--- src/rtl/fadd_pipe_if.sv ---
`default_nettype none
// ============================================================================
// Module   : fadd_pipe_if
// Brief    : Input/output handshake bundle of the pipelined FP adder.
//            Carries unf only when FADD_PIPE_UNF_EN is defined.
// Revision : 1.0
// ============================================================================
interface fadd_pipe_if #(
    parameter int EXP_W = 8,
    parameter int MAN_W = 23,
    parameter int TAG_W = 4
);
    localparam int c_w = 1 + EXP_W + MAN_W;

    logic             in_valid;
    logic             in_ready;
    logic [c_w-1:0]   x1;
    logic [c_w-1:0]   x2;
    logic             sub;
    logic [TAG_W-1:0] in_tag;
    logic             out_valid;
    logic             out_ready;
    logic [c_w-1:0]   y;
    logic             ovf;
    logic [TAG_W-1:0] out_tag;
`ifdef FADD_PIPE_UNF_EN
    logic             unf;
`endif

    modport slave (
        input  in_valid, x1, x2, sub, in_tag, out_ready,
        output in_ready, out_valid, y, ovf, out_tag
`ifdef FADD_PIPE_UNF_EN
        , unf
`endif
    );

    modport master (
        output in_valid, x1, x2, sub, in_tag, out_ready,
        input  in_ready, out_valid, y, ovf, out_tag
`ifdef FADD_PIPE_UNF_EN
        , unf
`endif
    );
endinterface
`default_nettype wire

--- src/rtl/fadd_pipe.sv ---
`default_nettype none
// ============================================================================
// Module   : fadd_pipe
// Brief    : 3-stage FP add/sub (align, add, normalise/round), FTZ, RNE.
//            Optional underflow flag built when FADD_PIPE_UNF_EN is defined.
// Revision : 1.0
// ============================================================================
module fadd_pipe #(
    parameter int EXP_W = 8,
    parameter int MAN_W = 23,
    parameter int TAG_W = 4
) (
    input  logic        clk,
    input  logic        rstn,
    fadd_pipe_if.slave  bus
);
    localparam int c_w     = 1 + EXP_W + MAN_W;
    localparam int c_aw    = MAN_W + 4;
    localparam int c_sw    = MAN_W + 5;
    localparam int c_lzw   = $clog2(c_sw + 1);
    localparam int c_shmax = MAN_W + 3;
    localparam int c_shw   = $clog2(c_shmax + 1);
    localparam int c_xw    = ((EXP_W > c_lzw) ? EXP_W : c_lzw) + 2;
    localparam logic signed [c_xw-1:0] c_emax = c_xw'((1 << EXP_W) - 1);

    logic w_en;
    assign w_en         = !bus.out_valid || bus.out_ready;
    assign bus.in_ready = w_en;

    // ---------------- stage 1: unpack, specials, swap, align ----------------
    logic               w_s1, w_s2, w_z1, w_z2, w_nan1, w_nan2, w_inf1, w_inf2;
    logic [EXP_W-1:0]   w_e1, w_e2, w_eb, w_es, w_d;
    logic [MAN_W-1:0]   w_m1, w_m2, w_f1, w_f2;
    logic [MAN_W:0]     w_mb, w_ms;
    logic               w_swap, w_sb, w_lost, w_spec;
    logic [c_shw-1:0]   w_dsh;
    logic [c_aw-1:0]    w_ms_ext, w_ms_al;
    logic [c_w-1:0]     w_spec_y;

    assign w_s1   = bus.x1[c_w-1];
    assign w_e1   = bus.x1[c_w-2:MAN_W];
    assign w_m1   = bus.x1[MAN_W-1:0];
    assign w_s2   = bus.x2[c_w-1] ^ bus.sub;
    assign w_e2   = bus.x2[c_w-2:MAN_W];
    assign w_m2   = bus.x2[MAN_W-1:0];
    assign w_z1   = (w_e1 == '0);
    assign w_z2   = (w_e2 == '0);
    assign w_nan1 = (&w_e1) && (|w_m1);
    assign w_nan2 = (&w_e2) && (|w_m2);
    assign w_inf1 = (&w_e1) && !(|w_m1);
    assign w_inf2 = (&w_e2) && !(|w_m2);
    assign w_f1   = w_z1 ? '0 : w_m1;
    assign w_f2   = w_z2 ? '0 : w_m2;

    assign w_swap = {w_e2, w_f2} > {w_e1, w_f1};
    assign w_sb   = w_swap ? w_s2 : w_s1;
    assign w_eb   = w_swap ? w_e2 : w_e1;
    assign w_es   = w_swap ? w_e1 : w_e2;
    assign w_mb   = w_swap ? {!w_z2, w_f2} : {!w_z1, w_f1};
    assign w_ms   = w_swap ? {!w_z1, w_f1} : {!w_z2, w_f2};
    assign w_d    = w_eb - w_es;
    assign w_dsh  = (32'(w_d) > 32'(c_shmax)) ? c_shw'(c_shmax) : c_shw'(w_d);

    // Shifted-out bits collapse into the sticky position (bit 0)
    assign w_ms_ext = {w_ms, 3'b000};
    assign w_lost   = |(w_ms_ext & ~({c_aw{1'b1}} << w_dsh));
    assign w_ms_al  = (w_ms_ext >> w_dsh) | c_aw'(w_lost);

    always_comb begin
        w_spec   = 1'b1;
        w_spec_y = '0;
        if (w_nan2)
            w_spec_y = {w_s2, w_e2, 1'b1, w_m2[MAN_W-2:0]};
        else if (w_nan1)
            w_spec_y = {w_s1, w_e1, 1'b1, w_m1[MAN_W-2:0]};
        else if (w_inf1 && w_inf2 && (w_s1 != w_s2))
            w_spec_y = {1'b1, {EXP_W{1'b1}}, 1'b1, {(MAN_W-1){1'b0}}};
        else if (w_inf1)
            w_spec_y = {w_s1, bus.x1[c_w-2:0]};
        else if (w_inf2)
            w_spec_y = {w_s2, bus.x2[c_w-2:0]};
        else
            w_spec = 1'b0;
    end

    logic               r1_valid, r1_spec, r1_sign, r1_zsign, r1_op;
    logic [TAG_W-1:0]   r1_tag;
    logic [c_w-1:0]     r1_spec_y;
    logic [EXP_W-1:0]   r1_exp;
    logic [c_aw-1:0]    r1_mb, r1_ms;

    // ---------------- stage 2: add/sub, leading-one count -------------------
    logic [c_sw-1:0]    w_sum;
    logic [c_lzw-1:0]   w_lz;

    assign w_sum = r1_op ? ({1'b0, r1_mb} - {1'b0, r1_ms})
                         : ({1'b0, r1_mb} + {1'b0, r1_ms});

    always_comb begin
        w_lz = c_lzw'(c_sw);
        for (int i = 0; i < c_sw; i++)
            if (w_sum[i]) w_lz = c_lzw'(c_sw - 1 - i);
    end

    logic               r2_valid, r2_spec, r2_sign, r2_zsign;
    logic [TAG_W-1:0]   r2_tag;
    logic [c_w-1:0]     r2_spec_y;
    logic [EXP_W-1:0]   r2_exp;
    logic [c_sw-1:0]    r2_sum;
    logic [c_lzw-1:0]   r2_lz;

    // ---------------- stage 3: normalise, round, pack -----------------------
    logic [c_sw-1:0]        w_norm;
    logic                   w_rup, w_uflow, w_oflow, w_ovf3;
    logic [MAN_W+1:0]       w_mr;
    logic signed [c_xw-1:0] w_exp;
    logic [c_w-1:0]         w_y3;

    assign w_norm  = r2_sum << r2_lz;
    assign w_rup   = w_norm[3] & ((|w_norm[2:0]) | w_norm[4]);
    assign w_mr    = {1'b0, w_norm[c_sw-1:4]} + (MAN_W+2)'(w_rup);
    assign w_exp   = c_xw'(r2_exp) + c_xw'(1) - c_xw'(r2_lz) + c_xw'(w_mr[MAN_W+1]);
    assign w_uflow = w_exp[c_xw-1] || (w_exp == '0);
    assign w_oflow = !w_uflow && (w_exp >= c_emax);

`ifdef FADD_PIPE_UNF_EN
    logic w_unf3;
    logic r3_unf;
`endif

    always_comb begin
        w_y3   = {r2_sign, w_exp[EXP_W-1:0], w_mr[MAN_W-1:0]};
        w_ovf3 = 1'b0;
`ifdef FADD_PIPE_UNF_EN
        w_unf3 = 1'b0;
`endif
        if (r2_spec) begin
            w_y3 = r2_spec_y;
        end else if (r2_sum == '0) begin
            w_y3 = {r2_zsign, {(c_w-1){1'b0}}};
        end else if (w_uflow) begin
            w_y3 = {r2_sign, {(c_w-1){1'b0}}};
`ifdef FADD_PIPE_UNF_EN
            w_unf3 = 1'b1;
`endif
        end else if (w_oflow) begin
            w_y3   = {r2_sign, {EXP_W{1'b1}}, {MAN_W{1'b0}}};
            w_ovf3 = 1'b1;
        end
    end

    logic               r3_valid, r3_ovf;
    logic [TAG_W-1:0]   r3_tag;
    logic [c_w-1:0]     r3_y;

    always_ff @(posedge clk or negedge rstn) begin
        if (!rstn) begin
            r1_valid <= 1'b0; r1_spec <= 1'b0; r1_sign <= 1'b0; r1_zsign <= 1'b0;
            r1_op <= 1'b0; r1_tag <= '0; r1_spec_y <= '0; r1_exp <= '0;
            r1_mb <= '0; r1_ms <= '0;
            r2_valid <= 1'b0; r2_spec <= 1'b0; r2_sign <= 1'b0; r2_zsign <= 1'b0;
            r2_tag <= '0; r2_spec_y <= '0; r2_exp <= '0; r2_sum <= '0; r2_lz <= '0;
            r3_valid <= 1'b0; r3_ovf <= 1'b0; r3_tag <= '0; r3_y <= '0;
`ifdef FADD_PIPE_UNF_EN
            r3_unf <= 1'b0;
`endif
        end else if (w_en) begin
            r1_valid  <= bus.in_valid;
            r1_spec   <= w_spec;
            r1_spec_y <= w_spec_y;
            r1_sign   <= w_sb;
            r1_zsign  <= w_s1 & w_s2;
            r1_op     <= w_s1 ^ w_s2;
            r1_tag    <= bus.in_tag;
            r1_exp    <= w_eb;
            r1_mb     <= {w_mb, 3'b000};
            r1_ms     <= w_ms_al;

            r2_valid  <= r1_valid;
            r2_spec   <= r1_spec;
            r2_spec_y <= r1_spec_y;
            r2_sign   <= r1_sign;
            r2_zsign  <= r1_zsign;
            r2_tag    <= r1_tag;
            r2_exp    <= r1_exp;
            r2_sum    <= w_sum;
            r2_lz     <= w_lz;

            r3_valid  <= r2_valid;
            r3_y      <= w_y3;
            r3_ovf    <= w_ovf3;
            r3_tag    <= r2_tag;
`ifdef FADD_PIPE_UNF_EN
            r3_unf    <= w_unf3;
`endif
        end
    end

    assign bus.out_valid = r3_valid;
    assign bus.y         = r3_y;
    assign bus.ovf       = r3_ovf;
    assign bus.out_tag   = r3_tag;
`ifdef FADD_PIPE_UNF_EN
    assign bus.unf       = r3_unf;
`endif

endmodule
`default_nettype wire

--- src/flat_wrapper.sv ---
// flat-port wrapper written by rule: the top's interface ports become plain ports
module fadd_pipe_flat 
#(
    parameter int EXP_W = 8,
    parameter int MAN_W = 23,
    parameter int TAG_W = 4
)
  (clk, rstn, bus_in_valid, bus_x1, bus_x2, bus_sub, bus_in_tag, bus_out_ready, bus_in_ready, bus_out_valid, bus_y, bus_ovf, bus_out_tag);
  fadd_pipe_if #(.EXP_W(EXP_W), .MAN_W(MAN_W), .TAG_W(TAG_W)) bus_i ();
  input  logic clk;
  input  logic rstn;
  input wire logic [$bits(bus_i.in_valid)-1:0] bus_in_valid;
  input wire logic [$bits(bus_i.x1)-1:0] bus_x1;
  input wire logic [$bits(bus_i.x2)-1:0] bus_x2;
  input wire logic [$bits(bus_i.sub)-1:0] bus_sub;
  input wire logic [$bits(bus_i.in_tag)-1:0] bus_in_tag;
  input wire logic [$bits(bus_i.out_ready)-1:0] bus_out_ready;
  output wire logic [$bits(bus_i.in_ready)-1:0] bus_in_ready;
  output wire logic [$bits(bus_i.out_valid)-1:0] bus_out_valid;
  output wire logic [$bits(bus_i.y)-1:0] bus_y;
  output wire logic [$bits(bus_i.ovf)-1:0] bus_ovf;
  output wire logic [$bits(bus_i.out_tag)-1:0] bus_out_tag;
  assign bus_i.in_valid = bus_in_valid;
  assign bus_i.x1 = bus_x1;
  assign bus_i.x2 = bus_x2;
  assign bus_i.sub = bus_sub;
  assign bus_i.in_tag = bus_in_tag;
  assign bus_i.out_ready = bus_out_ready;
  assign bus_in_ready = bus_i.in_ready;
  assign bus_out_valid = bus_i.out_valid;
  assign bus_y = bus_i.y;
  assign bus_ovf = bus_i.ovf;
  assign bus_out_tag = bus_i.out_tag;
  fadd_pipe #(.EXP_W(EXP_W), .MAN_W(MAN_W), .TAG_W(TAG_W)) u_core (.clk(clk), .rstn(rstn), .bus(bus_i));
endmodule
--- config.mk ---
export PLATFORM = sky130hd
export DESIGN_NAME = fadd_pipe_flat
export DESIGN_NICKNAME = d
export VERILOG_FILES = /design/src/rtl/fadd_pipe_if.sv /design/src/rtl/fadd_pipe.sv /design/src/flat_wrapper.sv
export SDC_FILE = /design/constraint.sdc
export NUM_CORES = 1
export LEC_CHECK = 0
export ABC_AREA = 1
export CELL_PAD_IN_SITES_DETAIL_PLACEMENT = 1
export CELL_PAD_IN_SITES_GLOBAL_PLACEMENT = 2
export CORE_MARGIN = 2
export CORE_UTILIZATION = 30
export CTS_CLUSTER_DIAMETER = 40
export DETAILED_ROUTE_END_ITERATION = 7
export GPL_TIMING_DRIVEN = 0
export PLACE_DENSITY = 0.81
export SYNTH_ARGS = -nofsm -noshare
export SYNTH_HDL_FRONTEND = slang
export SYNTH_SLANG_ARGS = --single-unit
--- constraint.sdc ---
create_clock -name clk -period 12.28 [get_ports clk]
set_input_delay 1.228 -clock clk [delete_from_list [all_inputs] [get_ports clk]]
set_output_delay 1.228 -clock clk [all_outputs]
set_load 0.05 [all_outputs]
# Word-level counts from Yosys, hierarchy flattened
# Index checks and enable logic that the tools add are counted.
[op_classes]
add_sub_neg = 7
magnitude_cmp = 3
n_eq_ne = 1
shift = 3
n_mux = 55
bitwise = 8
n_reduce_logical = 25
[op_table]
columns = ["operator", "n"]
rows = [
  ["$mux 32", 7],
  ["$mux 5", 17],
  ["$mux 31", 2],
  ["$mux 24", 2],
  ["$mux 23", 2],
  ["$reduce_or 23->1", 2],
  ["$mux 4", 8],
  ["$gt 31x31->1", 1],
  ["$add 27x27->28", 1],
  ["$logic_not 28->1", 1],
  ["$mux 28", 1],
  ["$shl 28x5->28", 1],
  ["$sub 27x27->28", 1],
  ["$and 27x27->27", 1],
  ["$not 27->27", 1],
  ["$or 27x1->27", 1],
  ["$reduce_or 27->1", 1],
  ["$shl 27x5->27 const A", 1],
  ["$shr 27x5->27", 1],
  ["$add 24x1->25", 1],
  ["$logic_not 8->1", 2],
  ["$mux 8", 2],
  ["$reduce_and 8->1", 2],
  ["$mux 3", 4],
  ["16 further kinds", 39],
]
[word_totals]
reg_bits = 219
input_bits = 73
elab_cells = 125

# Logic depth before layout (Yosys ltp)
# Gate-level depths: netlist of run 1.
[depth]
depth_word = 30
ltp_mapped = 40
ltp_nobuf = 38

# Worst setup path before layout of run 1
# No wires, ideal clock.
[synth_path]
path_type = "reg2reg"
from = "reg u_core.r2_lz[0]"
to = "reg u_core.r3_y[7] (netlist: u_core.bus.y[7])"
setup_time_ns = 0.077
t_arrival_ns = 5.780
t_required_ns = 12.203
setup_slack_ns = 6.422
stages_incl_launch_ff = 38
period_less_slack_ns = 5.858
path_cell_list = "dfrtp_1 -> buf_2 -> buf_2 -> o21ai_0 -> mux2i_1 -> mux2i_1 -> nand2_1 -> o21ai_1 -> inv_1 -> nor2_1 -> inv_1 -> nor4_2 -> nand3_1 -> nor2_1 -> nand2_1 -> nor3_2 -> nand3_1 -> o21bai_1 -> [... 2 more ...] -> ha_1 -> fa_1 -> a21oi_1 -> o21bai_1 -> a21oi_1 -> o21ai_0 -> a21oi_1 -> nor2_1 -> nor2_1 -> xor2_1 -> nand2_1 -> inv_1 -> a21oi_1 -> inv_1 -> nor4_1 -> clkbuf_1 -> o21ai_0 -> a21oi_1"
[synth_between]
elab_chain_len = 14
word_cells_on_any_way = 16
classes_between = "3 x add/sub; 1 x order compare; 1 x shift; 4 x mux; 2 x bitwise; 5 x reduce/logical"
[synth_lines]
columns = ["element", "line", "source"]
rows = [
  ["start: declaration", "fadd_pipe.sv:110", "logic [c_lzw-1:0] r2_lz;"],
  ["start signal: assignment", "fadd_pipe.sv:187", "r2_lz <= w_lz;"],
  ["parallel branches: the longest is 11 deep, another holds $add 24x1->25", "--", ""],
  ["$mux 31 *", "fadd_pipe.sv:141", "end else if (w_uflow) begin"],
  ["$mux 32 *", "fadd_pipe.sv:139", "end else if (r2_sum == '0) begin"],
  ["$mux 32 *", "fadd_pipe.sv:137", "if (r2_spec) begin"],
  ["end signal: assignment", "fadd_pipe.sv:190", "r3_y <= w_y3;"],
  ["end: declaration", "fadd_pipe.sv:154", "logic [c_w-1:0] r3_y;"],
]
# Every way passes the cells marked *.
# A chain may end at the register's enable or synchronous reset.

# Worst setup path in the final report of run 1
[layout_path]
from = "reg u_core.r2_lz[0]"
to = "reg u_core.r3_y[0] (netlist: u_core.bus.y[0])"
# The elaborated chain is that of the path after synthesis.

==> run_results.csv, run 1 <==
group,metric,value,unit
clock_network,root_buffer,"clkbuf_16",
sta,setup-tns-final,0,ns
sta,skew,0.0348,ns
job,cap_viol_max_count,0,
sta,slew_headroom,0.240,
clock_network,cts_buffers,36,
setup_path,cp-end-kind,"flop",
final_layout,synthToLayoutAreaGrowth,19.2,%
final_layout,fillers,7497,
power_and_ir_drop,p_int,2500,µW
floorplanning,dieHeight,246,µm
grt,grt_pass1_wl,116000,µm
route,avgRoutedWirePerCell,21.0,µm
power_and_ir_drop,p_leak,0.0102,µW
power_and_ir_drop,p_seq_frac,0.224,
grt,grt_overflow,0,
floorplanning,pin_count,112,
sta,rsz0062_at_grt,"false",
setup_path,r2r_setup_slack,4.39,ns
clock_network,hold_buffers,0,
setup_path,worstPathArrival,8.32,ns
grt,antenna_found_initial,1,
sta,finalMaxSlewViolations,0,
logic_synthesis,synth_warnings,0,
floorplanning,fp.dieW,246,µm
clock_network,cts.sinks,219,
sta,fin_crit_sh,0.642,
route,vias,18800,
floorplanning,coreArea,0.0579,mm²
power_and_ir_drop,vdd_ir_drop_max,0.162,mV
clock_network,clk_pin_slew,0.06,ns
logic_synthesis,synth-seq-cells,219,
power_and_ir_drop,pwr-share-clk,0.207,
status,run_status,"finished, final reports clean",
setup_path,worst-path-max-fanout,10,
grt,grt_max_degree,121,
setup_path,timing_worst_setup_path_type,"flop to flop",
clock_network,cts_max_level,2,
final_layout,multi_input_area,0.0103,mm²
clock_network,cts_tree,"yes",
clock_network,post_cts_buffers,0,
sta,whs,0.473,ns
logic_synthesis,netlist.area_leader.share,0.311,
final_layout,nets,2988,
setup_path,max_stage_delay,0.74,ns
sta,fin_crit,7.89,ns
power_and_ir_drop,power.density,242,mW/mm²
setup_path,required,12.71,ns
setup_path,crit_path_top_delay_cell,"nor4_1",
placement,port_buffers,111,
logic_synthesis,synth.area.top_cells,"dfrtp_1 31%, nand2_1 15%, inv_1 7.1%",
clock_network,clk_latency,0.53,ns
route,drc,0,
logic_synthesis,seq_area_frac_synth,0.311,
setup_path,critPathLaunchType,"flop",
floorplanning,rows,88,
placement,gp_congestion,0.941,
clock_network,cts_resized,0,
route,drtIter0Drc,1023,
logic_synthesis,synth-edff-count,0,
power_and_ir_drop,p_sw,2590,µW
logic_synthesis,synth_flop_cell,"dfrtp_1",
route,via_per_inst,5.20,
logic_synthesis,syn_area_per_cell,6.62,µm²
grt,grt_usage,0.248,
placement,post-dp-hpwl,62100,µm
logic_synthesis,syn_inst,2663,
logic_synthesis,netlist_area,0.0176,mm²
route,ant_nets,0,
power_and_ir_drop,switching_share,0.509,
final_layout,drive_above_1_share,0.0500,
logic_synthesis,ys_types,60,
route,dr.pass1.iters,5,
logic_synthesis,synth_top_cell_by_area,"dfrtp_1",
floorplanning,start_util,0.304,
route,wl,75700,µm
final_layout,layout.area.seq,0.00548,mm²
logic_synthesis,synthArstFlopShare,1.00,
logic_synthesis,syn_nets,2837,
grt,grt_pass1_vias,19400,
sta,tightest_slew,1.14,ns
sta,setup_viol,0,
sta,hold_viol_final,0,
clock_network,clockBufferDepth,3,
hold_path,hp-class,"flop to flop",
floorplanning,die_area,0.0607,mm²
sta,fmax,0.127,GHz
power_and_ir_drop,power_frac_comb,0.569,
==> cell usage after synthesis (17+ instances only) <==
cell      count
a21oi_1     167
a22oi_1      26
buf_2        19
clkbuf_1     91
dfrtp_1     219
ha_1         99
inv_1       335
mux2i_1      18
nand2_1     683
nand3_1     216
nand4_1      27
nor2_1      212
nor3_1       21
nor4_1       22
o211ai_1     17
o21ai_0     251
o21ai_1      20
o22ai_1      30
xor2_1       40
==> registers in the layout (all words and copies together) (netlist names), 4 cells and up <==
| signal | cells |
|---|---|
| u_core.r2_exp | 8 |
| u_core.r1_spec_y | 32 |
| u_core.r2_sum | 28 |
| u_core.r2_spec_y | 32 |
| u_core.bus.out_tag | 4 |
| u_core.bus.y | 32 |
| u_core.r2_lz | 5 |
| u_core.r1_mb | 24 |
| u_core.r2_tag | 4 |
| u_core.r1_ms | 27 |
| u_core.r1_exp | 8 |
| u_core.r1_tag | 4 |
==> power groups by stage <==
stage                     clock network [µW]  registers (µW)  logic, µW
after floorplan                            0            1250       1780
after global placement                     0            1140       2820
after detailed placement                   0            1150       2870
after CTS                               1070            1140       2900
after global routing                    1100            1160       3230
final                                   1050            1140       2890
==> final timing paths <==
check | to | cells past startpoint | from
setup / recovery | u_core.bus.y[0]$_DFFE_PN0P_ | 34 | u_core.r2_lz[0]$_DFFE_PN0P_
hold / removal | u_core.r2_spec_y[26]$_DFFE_PN0P_ | 2 | u_core.r1_spec_y[26]$_DFFE_PN0P_
setup reg to reg | u_core.bus.y[0]$_DFFE_PN0P_ | 34 | u_core.r2_lz[0]$_DFFE_PN0P_
hold reg to reg | u_core.r2_spec_y[26]$_DFFE_PN0P_ | 2 | u_core.r1_spec_y[26]$_DFFE_PN0P_
max in group asynchronous | u_core.r1_ms[5]$_DFFE_PN0P_ | 3 | rstn
min in group asynchronous | u_core.bus.y[16]$_DFFE_PN0P_ | 1 | rstn
==> per-stage QoR <==
step                       util  cell area, µm²  cells  power [µW]  setup WS (ns)
after floorplan               -           17600   2663        3020           6.42
after global placement    0.340           19700   3539        3960          0.639
after detailed placement  0.341           19800   3541        4020           4.21
after CTS                 0.363           21000   3605        5110           4.37
after global routing      0.363           21000   3605        5490           3.69
final                     0.363           21000   3606        5090           4.39
==> critical path: cells and delay by family, from the launching register on <==
kind | cells | cell delay, ns
compound gates | 10 | 1.80
xor+xnor | 1 | 0.27
fa+ha+maj | 3 | 0.88
buf+inv | 6 | 1.19
flops | 1 | 0.48
mux | 2 | 0.40
simple gates | 12 | 2.78
==> layout by cell type, fill, tap and decap left out, types with 26 or more instances in the layout <==
master / synthesis / layout
nor2_1: 212 / 212
nand2_1: 683 / 683
inv_1: 335 / 335
o22ai_1: 30 / 30
a22oi_1: 26 / 26
clkbuf_16: 0 / 37
nand4_1: 27 / 27
o21ai_0: 251 / 251
clkdlybuf4s50_1: 0 / 110
xor2_1: 40 / 40
dfrtp_1: 219 / 219
clkbuf_1: 91 / 93
nand3_1: 216 / 216
a21oi_1: 167 / 167
ha_1: 99 / 99
==> area by class of cell <==
class,instances,share of cell area
Clock inverter,21,0.0123
Sequential cell,219,0.261
Buffer,130,0.0261
Tap cell,765,0.0456
Clock buffer,43,0.0471
Timing Repair Buffer,113,0.0558
Inverter,345,0.0616
Multi-Input combinational cell,1969,0.490
Antenna cell,1,0.000119
==> layer usage <==
metal  GRT usage  up-vias  routed length, µm
met5           0        -                  0
met4      0.0702        0               2000
met3      0.0170       94               2510
met2       0.413      355              35100
met1       0.343     9255              36100
li1            -     9060                  -
==> cells by family (layout without fill, tap and decap cells) <==
family | Yosys count | count (layout) | synth area share
adder cells (fa/ha/maj) | 101 | 101 | 0.0725
other | 0 | 1 | 0
AND/OR/NAND/NOR | 1233 | 1233 | 0.299
buffers and inverters | 475 | 652 | 0.105
AO/OA/AOI/OAI | 573 | 573 | 0.181
XOR/XNOR | 44 | 44 | 0.0219
multiplexers | 18 | 18 | 0.0102
flip-flops | 219 | 219 | 0.311
Note: power is estimated with default switching activity, not from simulation.
==> inputs of run 2 (changes only) <==
- clock period: 12.28 -> 8.2 ns (I/O delays scaled with it)
==> run 2 against run 1 <==
Net effect:
- worst hold slack got worse by 0.37 ns
- core utilization about the same
- sequential cell count unchanged
- global-route usage unchanged
==> run_results.csv, run 2 (synthesis results as in run 1) <==
group,metric,value,unit
route,dr.pass1.iters,8,
grt,grt_pass1_vias,19400,
sta,hold_viol_final,0,
route,vias,18800,
setup_path,r2r_setup_slack,0.72,ns
route,via_per_inst,5.21,
clock_network,post_cts_buffers,0,
setup_path,critPathLaunchType,"flop",
grt,grt_pass1_wl,116000,µm
clock_network,clockBufferDepth,3,
setup_path,timing.rr.end,"u_core.bus.y[0]$_DFFE_PN0P_",
setup_path,critPathTopFamily,"simple AND/OR/NAND/NOR gates",
sta,finalWorstSetupSlack,0.723,ns
setup_path,worstPathArrival,7.91,ns
placement,detailed_place.area,0.0198,mm²
route,ant_nets,0,
sta,setup_viol,0,
setup_path,timing_worst_setup_path_type,"flop to flop",
sta,fin_crit,7.48,ns
power_and_ir_drop,power.density,363,mW/mm²
sta,skew,0.0325,ns
sta,fmax,0.134,GHz
clock_network,cts_tree,"yes",
setup_path,max_stage_delay,0.50,ns
power_and_ir_drop,p_leak,0.0102,µW
clock_network,cts_max_level,2,
power_and_ir_drop,fin_total_pwr,7630,µW
floorplanning,rows,88,
floorplanning,pin_count,112,
clock_network,cts.sinks,219,
floorplanning,dieHeight,246,µm
setup_path,reg2reg_depth,34,
grt,grt_overflow,0,
final_layout,mostFrequentLayoutCells,"683 x nand2_1, 335 x inv_1, 251 x o21ai_0, 219 x dfrtp_1, 216 x nand3_1",
sta,finalMaxSlewViolations,0,
floorplanning,coreArea,0.0579,mm²
route,drc,0,
floorplanning,fp.dieW,246,µm
placement,place_ws,0.308,ns
sta,fin_crit_sh,0.912,
placement,gp_congestion,0.941,
clock_network,cts_buffers,36,
setup_path,crit_path_start,"u_core.r2_lz[0]$_DFFE_PN0P_",
grt,grt_max_degree,121,
grt,antenna_found_initial,1,
sta,tightest_slew,1.14,ns
clock_network,root_buffer,"clkbuf_16",
route,wl,75800,µm
final_layout,drive_above_1_share,0.0511,
floorplanning,start_util,0.304,
hold_path,hp-class,"input port to asynchronous set/reset pin",
route,drtIter0Drc,1054,
placement,post-dp-hpwl,62100,µm
grt,grt_usage,0.248,
clock_network,clk_pin_slew,0.05,ns
clock_network,clk_latency,0.53,ns
final_layout,fin_area,0.0210,mm²
route,avgRoutedWirePerCell,21.0,µm
placement,port_buffers,111,
setup_path,cp-end-kind,"flop",
final_layout,layout_commonest_cell,"nand2_1",
setup_path,crit_buf_inv,6,
sta,slew_headroom,0.240,
setup_path,required,8.63,ns
final_layout,synthToLayoutAreaGrowth,19.2,%
final_layout,nets,2988,
power_and_ir_drop,vdd_ir_drop_max,0.243,mV
setup_path,crit_path_top_delay_cell,"nor4_2",
status,run_status,"finished, final reports clean",
setup_path,worst-path-max-fanout,10,
job,cap_viol_max_count,0,
floorplanning,die_area,0.0607,mm²
setup_path,timing.rr.start,"u_core.r2_lz[0]$_DFFE_PN0P_",
-- run 2: power breakdown --
part           leakage, µW  internal, µW  switching (µW)
Clock             0.000608          1000             579
Combinational      0.00680          1330            3010
Sequential         0.00278          1420             295
Total               0.0102          3750            3880
-- run 2: timing repair --
| action | CTS | global route |
|---|---|---|
| endpoints found under the setup margin | 0 | 20 |
| hold buffers | 0 | 0 |
| gates resized for setup | 0 | 5 |
-- run 2: per-layer routing --
| layer | share of wire | GRT usage | wire length [µm] |
|---|---|---|---|
| met1 | 0.48 | 0.343 | 36100 |
| met2 | 0.46 | 0.413 | 35100 |
| met3 | 0.034 | 0.0170 | 2550 |
| met4 | 0.027 | 0.0702 | 2060 |
| met5 | 0 | 0 | 0 |
-- run 2: worst max-delay path by stage --
stage / end / slack, ns / cells past startpoint
floorplan: u_core.bus.y[7]$_DFFE_PN0P_ / 2.34 / 37
global placement: u_core.r1_ms[1]$_DFFE_PN0P_ / -3.03 / 1
detailed placement: u_core.bus.y[0]$_DFFE_PN0P_ / 0.31 / 34
CTS: u_core.bus.y[0]$_DFFE_PN0P_ / 0.29 / 34
global route: u_core.bus.y[23]$_DFFE_PN0P_ / -0.02 / 36
finish: u_core.bus.y[0]$_DFFE_PN0P_ / 0.72 / 34
-- run 2: metrics by stage --
step / hold slack, ns / util / cells / setup TNS, ns
finish: 0.0986 / 0.363 / 3606 / 0
floorplan: 0.437 / - / 2663 / 0
global route: 0.0875 / 0.363 / 3605 / -0.0248
global placement: 0.451 / 0.340 / 3539 / -655.60
CTS: 0.0804 / 0.363 / 3605 / 0
detailed placement: 0.460 / 0.341 / 3541 / 0
-- run 2: area by class of cell --
class,count,area [µm²]
clock buffers,43,988
well taps,765,957
diodes,1,2.50
multi-input cells,1969,10300
inverters,345,1290
fillers,7495,36900
repair buffers,113,1170
clock inverters,21,259
plain buffers,130,552
flip-flops and latches,219,5480
==> inputs of run 3 (changes only) <==
- CORE_UTILIZATION: 30 -> 28
- PLACE_DENSITY: 0.81 -> 0.77
==> run 3 against run 2 <==
Net effect:
- setup slack improved by 0.059 ns
- design area rose by 0.77%
- power rose by 1.1%
- cell count rose by 2.0%
- critical endpoint is now u_core.bus.y[3]$_DFFE_PN0P_
- largest power group unchanged
==> run_results.csv, run 3 (synthesis results as in run 1) <==
group,metric,value,unit
route,via_per_inst,5.07,
floorplanning,dieHeight,255,µm
floorplanning,start_util,0.285,
setup_path,worst-path-stages,37,
setup_path,required,8.64,ns
grt,grt_util_met3,0.0393,
clock_network,clockBufferDepth,3,
floorplanning,rows,91,
power_and_ir_drop,power.density,364,mW/mm²
route,wl,76900,µm
setup_path,r2r_setup_slack,0.78,ns
route,vias,18700,
grt,antenna_found_initial,0,
final_layout,drive_above_1_share,0.0518,
setup_path,crit_buf_inv,8,
setup_path,cp-end-kind,"flop",
grt,grt_pass1_vias,19500,
final_layout,synthToLayoutAreaGrowth,20.1,%
placement,post-dp-hpwl,63100,µm
job,cap_viol_max_count,0,
sta,skew,0.0382,ns
setup_path,timing_worst_setup_path_type,"flop to flop",
sta,fin_crit_sh,0.905,
placement,port_buffers,111,
status,run_status,"finished, final reports clean",
clock_network,clk_latency,0.56,ns
route,dr.pass1.iters,6,
final_layout,final_cells,3677,
setup_path,worstPathArrival,7.86,ns
final_layout,fillers,7942,
final_layout,fin_area,0.0212,mm²
grt,use_met2,0.393,
grt,grt_pass1_wl,117000,µm
route,drtIter0Drc,1067,
clock_network,root_buffer,"clkbuf_16",
clock_network,clk_pin_slew,0.06,ns
route,avgRoutedWirePerCell,20.9,µm
setup_path,timing.rr.start,"u_core.r2_lz[0]$_DFFE_PN0P_",
power_and_ir_drop,vdd_ir_drop_max,0.162,mV
route,ant_nets,0,
floorplanning,pin_count,112,
setup_path,max_stage_delay,0.45,ns
grt,grt_overflow,0,
power_and_ir_drop,fin_total_pwr,7710,µW
setup_path,timing.rr.end,"u_core.bus.y[3]$_DFFE_PN0P_",
clock_network,cts_buffers,36,
floorplanning,die_area,0.0650,mm²
setup_path,critPathLaunchType,"flop",
final_layout,mostFrequentLayoutCells,"683 x nand2_1, 335 x inv_1, 251 x o21ai_0, 219 x dfrtp_1, 216 x nand3_1",
setup_path,critPathTopFamily,"simple AND/OR/NAND/NOR gates",
grt,grt_util_met1,0.313,
sta,hold_viol_final,0,
final_layout,n_antenna_cell,0,
grt,grt_max_degree,114,
sta,slew_headroom,0.248,
clock_network,cts_tree,"yes",
placement,placedCellCount,3613,
grt,grt_usage,0.237,
hold_path,hp-class,"input port to asynchronous set/reset pin",
sta,setup_viol,0,
setup_path,reg2reg_depth,37,
sta,fin_crit,7.42,ns
setup_path,crit_path_top_delay_cell,"dfrtp_1",
clock_network,cts.sinks,219,
grt,grt-busiest-layer,"met2",
setup_path,worst-path-max-fanout,10,
final_layout,layout_commonest_cell,"nand2_1",
placement,gp_congestion,0.953,
power_and_ir_drop,p_leak,0.0102,µW
floorplanning,coreArea,0.0619,mm²
sta,tightest_slew,1.13,ns
placement,detailed_place.area,0.0198,mm²
sta,finalMaxSlewViolations,0,
route,drc,0,
sta,fmax,0.135,GHz
clock_network,cts_max_level,2,
final_layout,nets,2988,
floorplanning,fp.dieW,255,µm
-- run 3: cell type report --
type                            count  area [µm²]  share of cell area
Multi-Input combinational cell   1969       10300               0.488
Buffer                            130         552              0.0261
Tap cell                          837        1050              0.0495
Clock inverter                     23         352              0.0166
Clock buffer                       41         950              0.0448
Inverter                          345        1290              0.0611
Sequential cell                   219        5480               0.259
Timing Repair Buffer              113        1170              0.0553
-- run 3: how the worst max path moves through the flow --
stage | endpoint | slack (ns) | start
floorplan | u_core.bus.y[7]$_DFFE_PN0P_ | 2.34 | u_core.r2_lz[0]$_DFFE_PN0P_
global placement | u_core.r1_ms[7]$_DFFE_PN0P_ | -3.10 | rstn
detailed placement | u_core.bus.y[3]$_DFFE_PN0P_ | 0.22 | u_core.r2_lz[0]$_DFFE_PN0P_
CTS | u_core.bus.y[3]$_DFFE_PN0P_ | 0.18 | u_core.r2_lz[0]$_DFFE_PN0P_
global route | u_core.bus.y[0]$_DFFE_PN0P_ | -0.05 | u_core.r2_lz[0]$_DFFE_PN0P_
finish | u_core.bus.y[3]$_DFFE_PN0P_ | 0.78 | u_core.r2_lz[0]$_DFFE_PN0P_
-- run 3: where the power goes --
part	leakage (µW)	total (µW)	switching, µW	internal (µW)
sequential	0.00278	1700	281	1420
combinational	0.00681	4360	3020	1340
clock	0.000634	1660	591	1070
total	0.0102	7710	3890	3820
-- run 3: metrics by stage --
stage	util	setup TNS, ns	hold WS (ns)	worst slack, ns
2_1_floorplan	-	0	0.437	2.34
3_3_place_gp	0.319	-670.02	0.450	-3.10
3_5_place_dp	0.320	0	0.453	0.216
4_1_cts	0.341	0	0.114	0.182
5_1_grt	0.342	-0.136	0.131	-0.0511
6_report	0.342	0	0.130	0.782
-- run 3: timing repair --
| item | CTS | global route |
|---|---|---|
| hold buffers | 0 | 0 |
| setup endpoints to repair | 0 | 26 |
| setup buffers | 0 | 0 |
| gates resized for setup | 0 | 8 |
-- run 3: routing by layer --
layer,wire (µm),vias to the layer above
li1,-,9068
met1,35100,9028
met2,35400,446
met3,3900,114
met4,2530,0
met5,0,-
